## config.mk

```make
export PLATFORM = sky130hd
export DESIGN_NAME = generador_secuencia
export DESIGN_NICKNAME = d
export VERILOG_FILES = /design/src/rtl/generador_secuencia.sv
export SDC_FILE = /design/constraint.sdc
export NUM_CORES = 1
export LEC_CHECK = 0
export CORE_MARGIN = 4
export CORE_UTILIZATION = 52
export CTS_CLUSTER_SIZE = 14
export DETAILED_ROUTE_END_ITERATION = 7
export GPL_ROUTABILITY_DRIVEN = 0
export GPL_TIMING_DRIVEN = 0
export PLACE_DENSITY = 0.78
export RECOVER_POWER = 50
export SYNTH_ARGS = -nofsm -noshare
export SYNTH_HDL_FRONTEND = slang
export SYNTH_SLANG_ARGS = --single-unit
```

## constraint.sdc

```tcl
create_clock -name clk -period 1.9 [get_ports clk]
set_input_delay 0.57 -clock clk [delete_from_list [all_inputs] [get_ports clk]]
set_output_delay 0.57 -clock clk [all_outputs]
set_load 0.02 [all_outputs]
```

## src/rtl/generador_secuencia.sv

```systemverilog
// rtl/generador_secuencia.sv - serial MSB-first pattern transmitter with repeat count and idle gaps
module generador_secuencia #(
    parameter int N_BITS     = 4,
    parameter int GAP_CYCLES = 1
) (
    input  logic              clk,
    input  logic              rst,
    input  logic              start,
    input  logic [N_BITS-1:0] patron,
    input  logic [3:0]        reps,
    output logic              w,
    output logic              busy,
    output logic              done,
    output logic              q1,
    output logic              q0
);
    localparam int BW = (N_BITS > 1) ? $clog2(N_BITS) : 1;
    localparam int GW = (GAP_CYCLES > 1) ? $clog2(GAP_CYCLES) : 1;
    localparam logic [BW-1:0] BIT_LAST = BW'(N_BITS - 1);
    localparam logic [GW-1:0] GAP_LAST = GW'((GAP_CYCLES > 0) ? GAP_CYCLES - 1 : 0);

    // Encoding is visible on q1/q0, so it must stay fixed.
    typedef enum logic [1:0] {
        IDLE = 2'b00,
        SEND = 2'b01,
        GAP  = 2'b10,
        DONE = 2'b11
    } state_t;

    state_t            state, state_n;
    logic [N_BITS-1:0] pat_r, pat_n;
    logic [N_BITS-1:0] sh, sh_n;
    logic [BW-1:0]     bit_cnt, bit_n;
    logic [3:0]        rep_cnt, rep_n;
    logic [GW-1:0]     gap_cnt, gap_n;

    always_ff @(posedge clk or posedge rst) begin
        if (rst) begin
            state   <= IDLE;
            pat_r   <= '0;
            sh      <= '0;
            bit_cnt <= '0;
            rep_cnt <= '0;
            gap_cnt <= '0;
        end else begin
            state   <= state_n;
            pat_r   <= pat_n;
            sh      <= sh_n;
            bit_cnt <= bit_n;
            rep_cnt <= rep_n;
            gap_cnt <= gap_n;
        end
    end

    always_comb begin
        state_n = state;
        pat_n   = pat_r;
        sh_n    = sh;
        bit_n   = bit_cnt;
        rep_n   = rep_cnt;
        gap_n   = gap_cnt;
        case (state)
            IDLE: begin
                if (start) begin
                    pat_n   = patron;
                    sh_n    = patron;
                    bit_n   = BIT_LAST;
                    rep_n   = reps;
                    state_n = (reps != 4'd0) ? SEND : DONE;
                end
            end
            SEND: begin
                sh_n  = sh << 1;
                bit_n = bit_cnt - 1'b1;
                if (bit_cnt == '0) begin
                    if (rep_cnt <= 4'd1) begin
                        state_n = DONE;
                    end else begin
                        rep_n = rep_cnt - 4'd1;
                        if (GAP_CYCLES > 0) begin
                            state_n = GAP;
                            gap_n   = GAP_LAST;
                        end else begin
                            sh_n  = pat_r;
                            bit_n = BIT_LAST;
                        end
                    end
                end
            end
            GAP: begin
                gap_n = gap_cnt - 1'b1;
                if (gap_cnt == '0) begin
                    sh_n    = pat_r;
                    bit_n   = BIT_LAST;
                    state_n = SEND;
                end
            end
            default: state_n = IDLE;
        endcase
    end

    assign q1   = state[1];
    assign q0   = state[0];
    assign w    = (state == SEND) & sh[N_BITS-1];
    assign busy = (state == SEND) | (state == GAP);
    assign done = (state == DONE);
endmodule

```

==> impl_metrics.csv, run 1 <==
group,metric,value,unit
timing,rsz0062_at_grt,"true",
die,io-pin-count,16,
drt,dr.pass1.iters,4,
die,die_height,52.23,um
power,swShare,42.59,%
yosys,ys.warnings.count,0,
placed_design,place_hpwl,1.523,mm
finish,post-route-util,73.96,%
finish,drive_above_1_share,25.36,%
power,p_leak,0.6176,nW
critical_path,crit_path_start_kind,"flip-flop",
critical_path,crit_arrival,1.36,ns
timing,worst_slack,-0.02640,ns
yosys,ys_ff_latch,17,
yosys,avgSynthCellArea,9.332,sq um
finish,fill_cells,135,
timing,hold_viol_final,0,
drt,antenna_left,0,
yosys,syn_nets,127,
die,die_w,52.23,um
cts,cts_buffers,3,
power,p_seq_share,29.5,%
finish,final_area,0.001319,sq mm
die,coreArea,0.001783,sq mm
drt,drt_iter0_drc,20,
cts,cts_tree,"done",
timing,fin_crit,1.926,ns
status,violations,"negative setup slack",
finish,multiInputGateArea,558.0,sq um
timing,setup_viol,1,
global_route,grt_pass1_wl,3.663,mm
power,power_frac_clock,8.4,%
power,ir_worst_vdd,1.073,mV
cts,cts-root-buf,"clkbuf_4",
power,powerDensity,1734,mW/mm^2
yosys,ys_seq_area_share,41.82,%
drt,wl_per_cell,13.17,um
cts,cts.reportedPaths.clkPinSlew,0.11,ns
critical_path,crit_fanout,3,
worst_hold_path,min_path_type,"flip-flop to flip-flop",
drt,vias,912,
cts,clockBufferDepth,2,
global_route,grt_pass1_vias,863,
placed_design,numPortBuffers,15,
die,fp-row-count,15,
global_route,antenna_found_initial,0,
critical_path,crit_type,"flip-flop to primary output",
finish,fin_nets,157,
timing,worst_pin_slew,0.6593,ns
power,power.switching,0.0009740,W
finish,final_common_cell,"dfrtp_1",
global_route,top_usage_layer,"met2",
drt,post_drt_via_cell_ratio,5.595,
finish,diodes,0,
global_route,overflow,0,
timing,fin_crit_sh,101.4,%
cts,clock-sinks,17,
timing,hold_slack,0.5069,ns
global_route,grt_max_degree,18,
cts,hold_buffers,0,
finish,area_growth,29.64,%
critical_path,critPathCaptureType,"primary output",
placed_design,place_area,0.001201,sq mm
timing,maxSlewViolCount,0,
global_route,use_met3,3.989,%
yosys,netlist_instances,109,
timing,max_freq,519.1,MHz
yosys,yosysUniqueCellTypes,29,
timing,fin_tns_setup,-0.02640,ns
global_route,track_usage,18.01,%
global_route,grt.met1_usage,23.13,%
cts,clkLatencyLatePin,0.29,ns
flow_run,drv_cap,0,
critical_path,worst-endpoint-required,1.33,ns
status,outcome,"complete, but fails checks",
drt,wirelength,2.146,mm
yosys,synth.cell_area,0.001017,sq mm
timing,finClkSkew,0.009884,ns
power,intPower,0.001313,W
drt,drcViolationCount,0,
finish,final_cell_mix,"dfrtp_1 (16), nand2_1 (12), o21ai_0 (11), buf_4 (11), clkdlybuf4s50_1 (9)",
die,dieArea,0.002728,sq mm
timing,slew_headroom,56.00,%
power,pwr-share-comb,62.1,%
die,initial_core_util,57.05,%
finish,regArea,426.7,sq um
cts,h-tree-depth,1,
global_route,grt_use_met2,28.87,%
power,power,0.002287,W
==> synthesized netlist by cell type <==
cell type  count  share of area (%)
a211oi_1       1               0.74
a21boi_0       1               0.74
a21o_1         1               0.74
a21oi_1        5                2.5
a22oi_1        3                2.2
a31oi_1        4                2.5
and2_1         1               0.62
buf_2          2               0.98
buf_6          1                1.1
clkbuf_1       1               0.37
dfrtp_1       17                 42
ha_1           7                8.6
inv_1          7                2.6
mux2_2         5                5.5
mux2i_1        1               0.98
nand2_1       12                4.4
nand2b_1       3                1.8
nand3_1        4                2.0
nand3b_1       1               0.74
nor2_1         7                2.6
nor2b_1        3                1.8
nor2b_4        1                1.4
nor4_1         2                1.2
o211ai_2       1                1.2
o21ai_0       11                5.4
o22a_1         2                1.7
o31ai_1        2                1.5
or3_1          2                1.2
or4b_1         1               0.98
==> power groups by stage <==
| stage | logic [W] | clock network (W) | registers (W) |
|---|---|---|---|
| after floorplan | 0.000895 | 0 | 0.000679 |
| after global placement | 0.00118 | 0 | 0.000680 |
| after detailed placement | 0.00122 | 0 | 0.000689 |
| after CTS | 0.00129 | 0.000198 | 0.000674 |
| after global routing | 0.00158 | 0.000215 | 0.000706 |
| final | 0.00142 | 0.000192 | 0.000675 |
==> flip-flops by register name, indices dropped and copies added, names as in the netlist <==
name	cells
pat_r	4
state	2
rep_cnt	4
gap_cnt	1
sh	4
bit_cnt	2
==> repair_timing <==
item | in CTS | in global routing
gates resized for setup | 21 | 8
pin swaps | 0 | 1
buffers inserted | 5 | 6
endpoints found under the setup margin | 5 | 5
==> metrics by stage <==
stage / setup WS [ns] / instances
detailed placement: -0.4805 / 149
CTS: -0.09478 / 158
floorplan: 0.03907 / 109
global route: -0.06012 / 163
finish: -0.02640 / 163
global placement: -0.4563 / 149
==> worst max-delay path: stages (launching register included) <==
cell	delay, ns
dfrtp_1	0.41
buf_4	0.14
buf_4	0.13
ha_1	0.23
buf_2	0.17
==> routing by layer <==
metal  part of all wire (%)  vias up  wire length (um)
li1                       -      444                 -
met1                     44      431               948
met2                     47       31              1004
met3                    6.3        6               135
met4                    2.7        0                57
met5                      0        -                 0
==> logic make-up (layout without fill, tap and decap cells) <==
kind of cell    count (synthesis)  after routing  synth area share [%]
compound gates                 31             31                 19.19
fa+ha+maj                       7              7                 8.610
buf+inv                        11             40                 5.043
flops                          17             17                 41.82
mux                             6              6                 6.519
simple gates                   37             37                 18.82
==> area by class of cell <==
class	instances	area share [%]
Clock inverter	1	0.3795
Timing Repair Buffer	26	16.98
Tap cell	25	2.372
Sequential cell	17	32.35
Multi-Input combinational cell	81	42.32
Buffer	3	1.898
Clock buffer	3	1.708
Inverter	7	1.992
==> worst paths after layout <==
check / slack, ns / depth (start not counted) / end / start
worst min register to register: 0.51 / 2 / sh[3]$_DFFE_PP0P_ / sh[3]$_DFFE_PP0P_
worst max-delay path: -0.03 / 4 / done / state[1]$_DFFE_PP0P_
worst max register to register: 0.09 / 6 / rep_cnt[1]$_DFFE_PP0P_ / state[1]$_DFFE_PP0P_
min in group asynchronous: 0.80 / 2 / pat_r[0]$_DFFE_PP0P_ / rst
max in group asynchronous: 0.64 / 2 / state[0]$_DFFE_PP0P_ / rst
worst min-delay path: 0.51 / 2 / sh[3]$_DFFE_PP0P_ / sh[3]$_DFFE_PP0P_
Power figures use the tool's default switching activity.
==> run 2, diff against run 1 <==
SETUP_SLACK_MARGIN = 0.02   (was default)
==> run 2 against run 1 <==
- the flow still finishes with violations (negative setup slack)
- die area unchanged
- final cell count unchanged
- flip-flop and latch count did not move
- power up 2.8%
- worst setup slack lost 0.0017 ns
- critical path type unchanged
- clock-buffer cell count did not move
- critical endpoint unchanged
- sequential power about the same
- register-to-register slack barely moved
- critical path depth is the same
- clock skew decreased by 0.00058 ns
- core utilization is 1.3 points higher
- first-iteration DRC count is 10% higher
==> impl_metrics.csv, run 2 (synthesis results as in run 1) <==
group,metric,value,unit
status,outcome,"complete, but fails checks",
status,violations,"negative setup slack",
finish,diodes,0,
power,powerDensity,1753,mW/mm^2
timing,fin_crit,1.928,ns
cts,cts_tree,"done",
global_route,grt_use_met2,28.87,%
global_route,top_usage_layer,"met2",
worst_hold_path,min_path_type,"flip-flop to flip-flop",
critical_path,worst-endpoint-required,1.33,ns
worst_hold_path,min_path_cells,2,
timing,hold_slack,0.5063,ns
critical_path,crit_type,"flip-flop to primary output",
power,ir_worst_vdd,1.090,mV
die,die_height,52.23,um
critical_path,startpoint,"state[1]$_DFFE_PP0P_",
die,coreArea,0.001783,sq mm
die,die_w,52.23,um
global_route,use_met3,3.989,%
die,io-pin-count,16,
placed_design,numPortBuffers,15,
critical_path,cp_slowest_cell,"dfrtp_1",
global_route,track_usage,18.01,%
power,p_leak,0.6215,nW
drt,drt_iter0_drc,22,
global_route,overflow,0,
timing,fin_crit_sh,101.5,%
worst_hold_path,worstHoldStart,"sh[3]$_DFFE_PP0P_",
timing,finClkSkew,0.009306,ns
timing,worst_slack,-0.02811,ns
finish,final_cells,163,
flow_run,drv_cap,0,
finish,drive_above_1_share,26.81,%
critical_path,crit_top_cell,"buf_4",
critical_path,r2r-start,"state[1]$_DFFE_PP0P_",
timing,worst_pin_slew,0.6616,ns
timing,hold_viol_final,0,
critical_path,crit_buf_inv,3,
finish,final_cell_mix,"dfrtp_1 (16), nand2_1 (12), o21ai_0 (11)",
critical_path,rr_endpoint,"rep_cnt[1]$_DFFE_PP0P_",
critical_path,crit_arrival,1.36,ns
critical_path,path_cells,"buf_4 > buf_4 > ha_1 > buf_2",
critical_path,rrSetupSlack,0.09,ns
placed_design,dp_slack,-0.4805,ns
global_route,grt_pass1_wl,3.663,mm
finish,final_common_cell,"dfrtp_1",
timing,max_freq,518.6,MHz
cts,clockBufferDepth,2,
die,fp-row-count,15,
global_route,grt.met1_usage,23.13,%
finish,fin_nets,157,
timing,fin_tns_setup,-0.03016,ns
critical_path,critPathCaptureType,"primary output",
drt,post_drt_via_cell_ratio,5.546,
cts,h-tree-depth,1,
global_route,grt_pass1_vias,863,
critical_path,crit_fanout,3,
drt,antenna_left,0,
cts,clkLatencyLatePin,0.29,ns
timing,setup_viol,2,
critical_path,crit_path_start_kind,"flip-flop",
drt,wirelength,2.164,mm
placed_design,dp_cells,149,
critical_path,critPathTopFamily,"buffers and inverters",
global_route,antenna_found_initial,0,
finish,fill_cells,130,
die,dieArea,0.002728,sq mm
cts,clock-sinks,17,
critical_path,ff2ff_path_depth,6,
finish,biggestRegsByFlops,"pat_r x4, rep_cnt x4, sh x4",
cts,cts-root-buf,"clkbuf_4",
placed_design,place_hpwl,1.523,mm
drt,dr.pass1.iters,6,
timing,rsz0062_at_grt,"true",
timing,slew_headroom,55.84,%
global_route,grt_max_degree,18,
worst_hold_path,min_to,"sh[3]$_DFFE_PP0P_",
critical_path,max_stage_delay,0.41,ns
cts,cts.reportedPaths.clkPinSlew,0.11,ns
drt,vias,904,
drt,wl_per_cell,13.28,um
timing,maxSlewViolCount,0,
cts,cts_buffers,3,
die,initial_core_util,57.05,%
finish,area_growth,31.86,%
drt,drcViolationCount,0,
==> run 2: power breakdown <==
| part | switching [W] | internal, W |
|---|---|---|
| registers | 0.000136 | 0.000542 |
| logic | 0.000747 | 0.000733 |
| clock network | 0.000114 | 0.0000781 |
==> run 2: layout make-up <==
cell class / instances / area, sq um / share of cell area [%]
well taps: 25 / 31.28 / 2.332
clock inverters: 1 / 5.005 / 0.3731
flip-flops and latches: 17 / 426.7 / 31.81
plain buffers: 3 / 25.02 / 1.866
clock buffers: 3 / 22.52 / 1.679
repair buffers: 26 / 227.7 / 16.98
multi-input cells: 81 / 574.3 / 42.82
inverters: 7 / 28.78 / 2.146
==> run 2: worst max-delay path by stage <==
stage,to,cells after the start
global placement,w,6
floorplan,w,5
detailed placement,w,6
finish,done,4
CTS,w,5
global route,w,5
==> run 2: through the flow <==
| stage | area (sq um) | util [%] | total power, W |
|---|---|---|---|
| floorplan | 1020 | - | 0.001574 |
| global placement | 1201 | 67.37 | 0.001859 |
| detailed placement | 1201 | 67.37 | 0.001906 |
| CTS | 1274 | 71.44 | 0.002165 |
| global route | 1341 | 75.23 | 0.002571 |
| finish | 1341 | 75.23 | 0.002351 |
==> run 2: routing by layer <==
metal,wire length (um),vias to the layer above
li1,-,442
met1,970,424
met2,1015,32
met3,120,6
met4,57,0
met5,0,-
==> run 2: repair_timing <==
| item | 4_1_cts | 5_1_grt |
|---|---|---|
| setup buffers | 5 | 6 |
| pin swaps | 0 | 1 |
| hold buffers | 0 | 0 |
| endpoints found under the setup margin | 5 | 6 |
| gates resized for setup | 21 | 12 |
==> run 2: tightest hold or removal path: cells and delay by family, from the launching register on <==
family	cells	cell delay (ns)
AO/OA/AOI/OAI	1	0.07
AND/OR/NAND/NOR	1	0.05
flip-flops	1	0.36
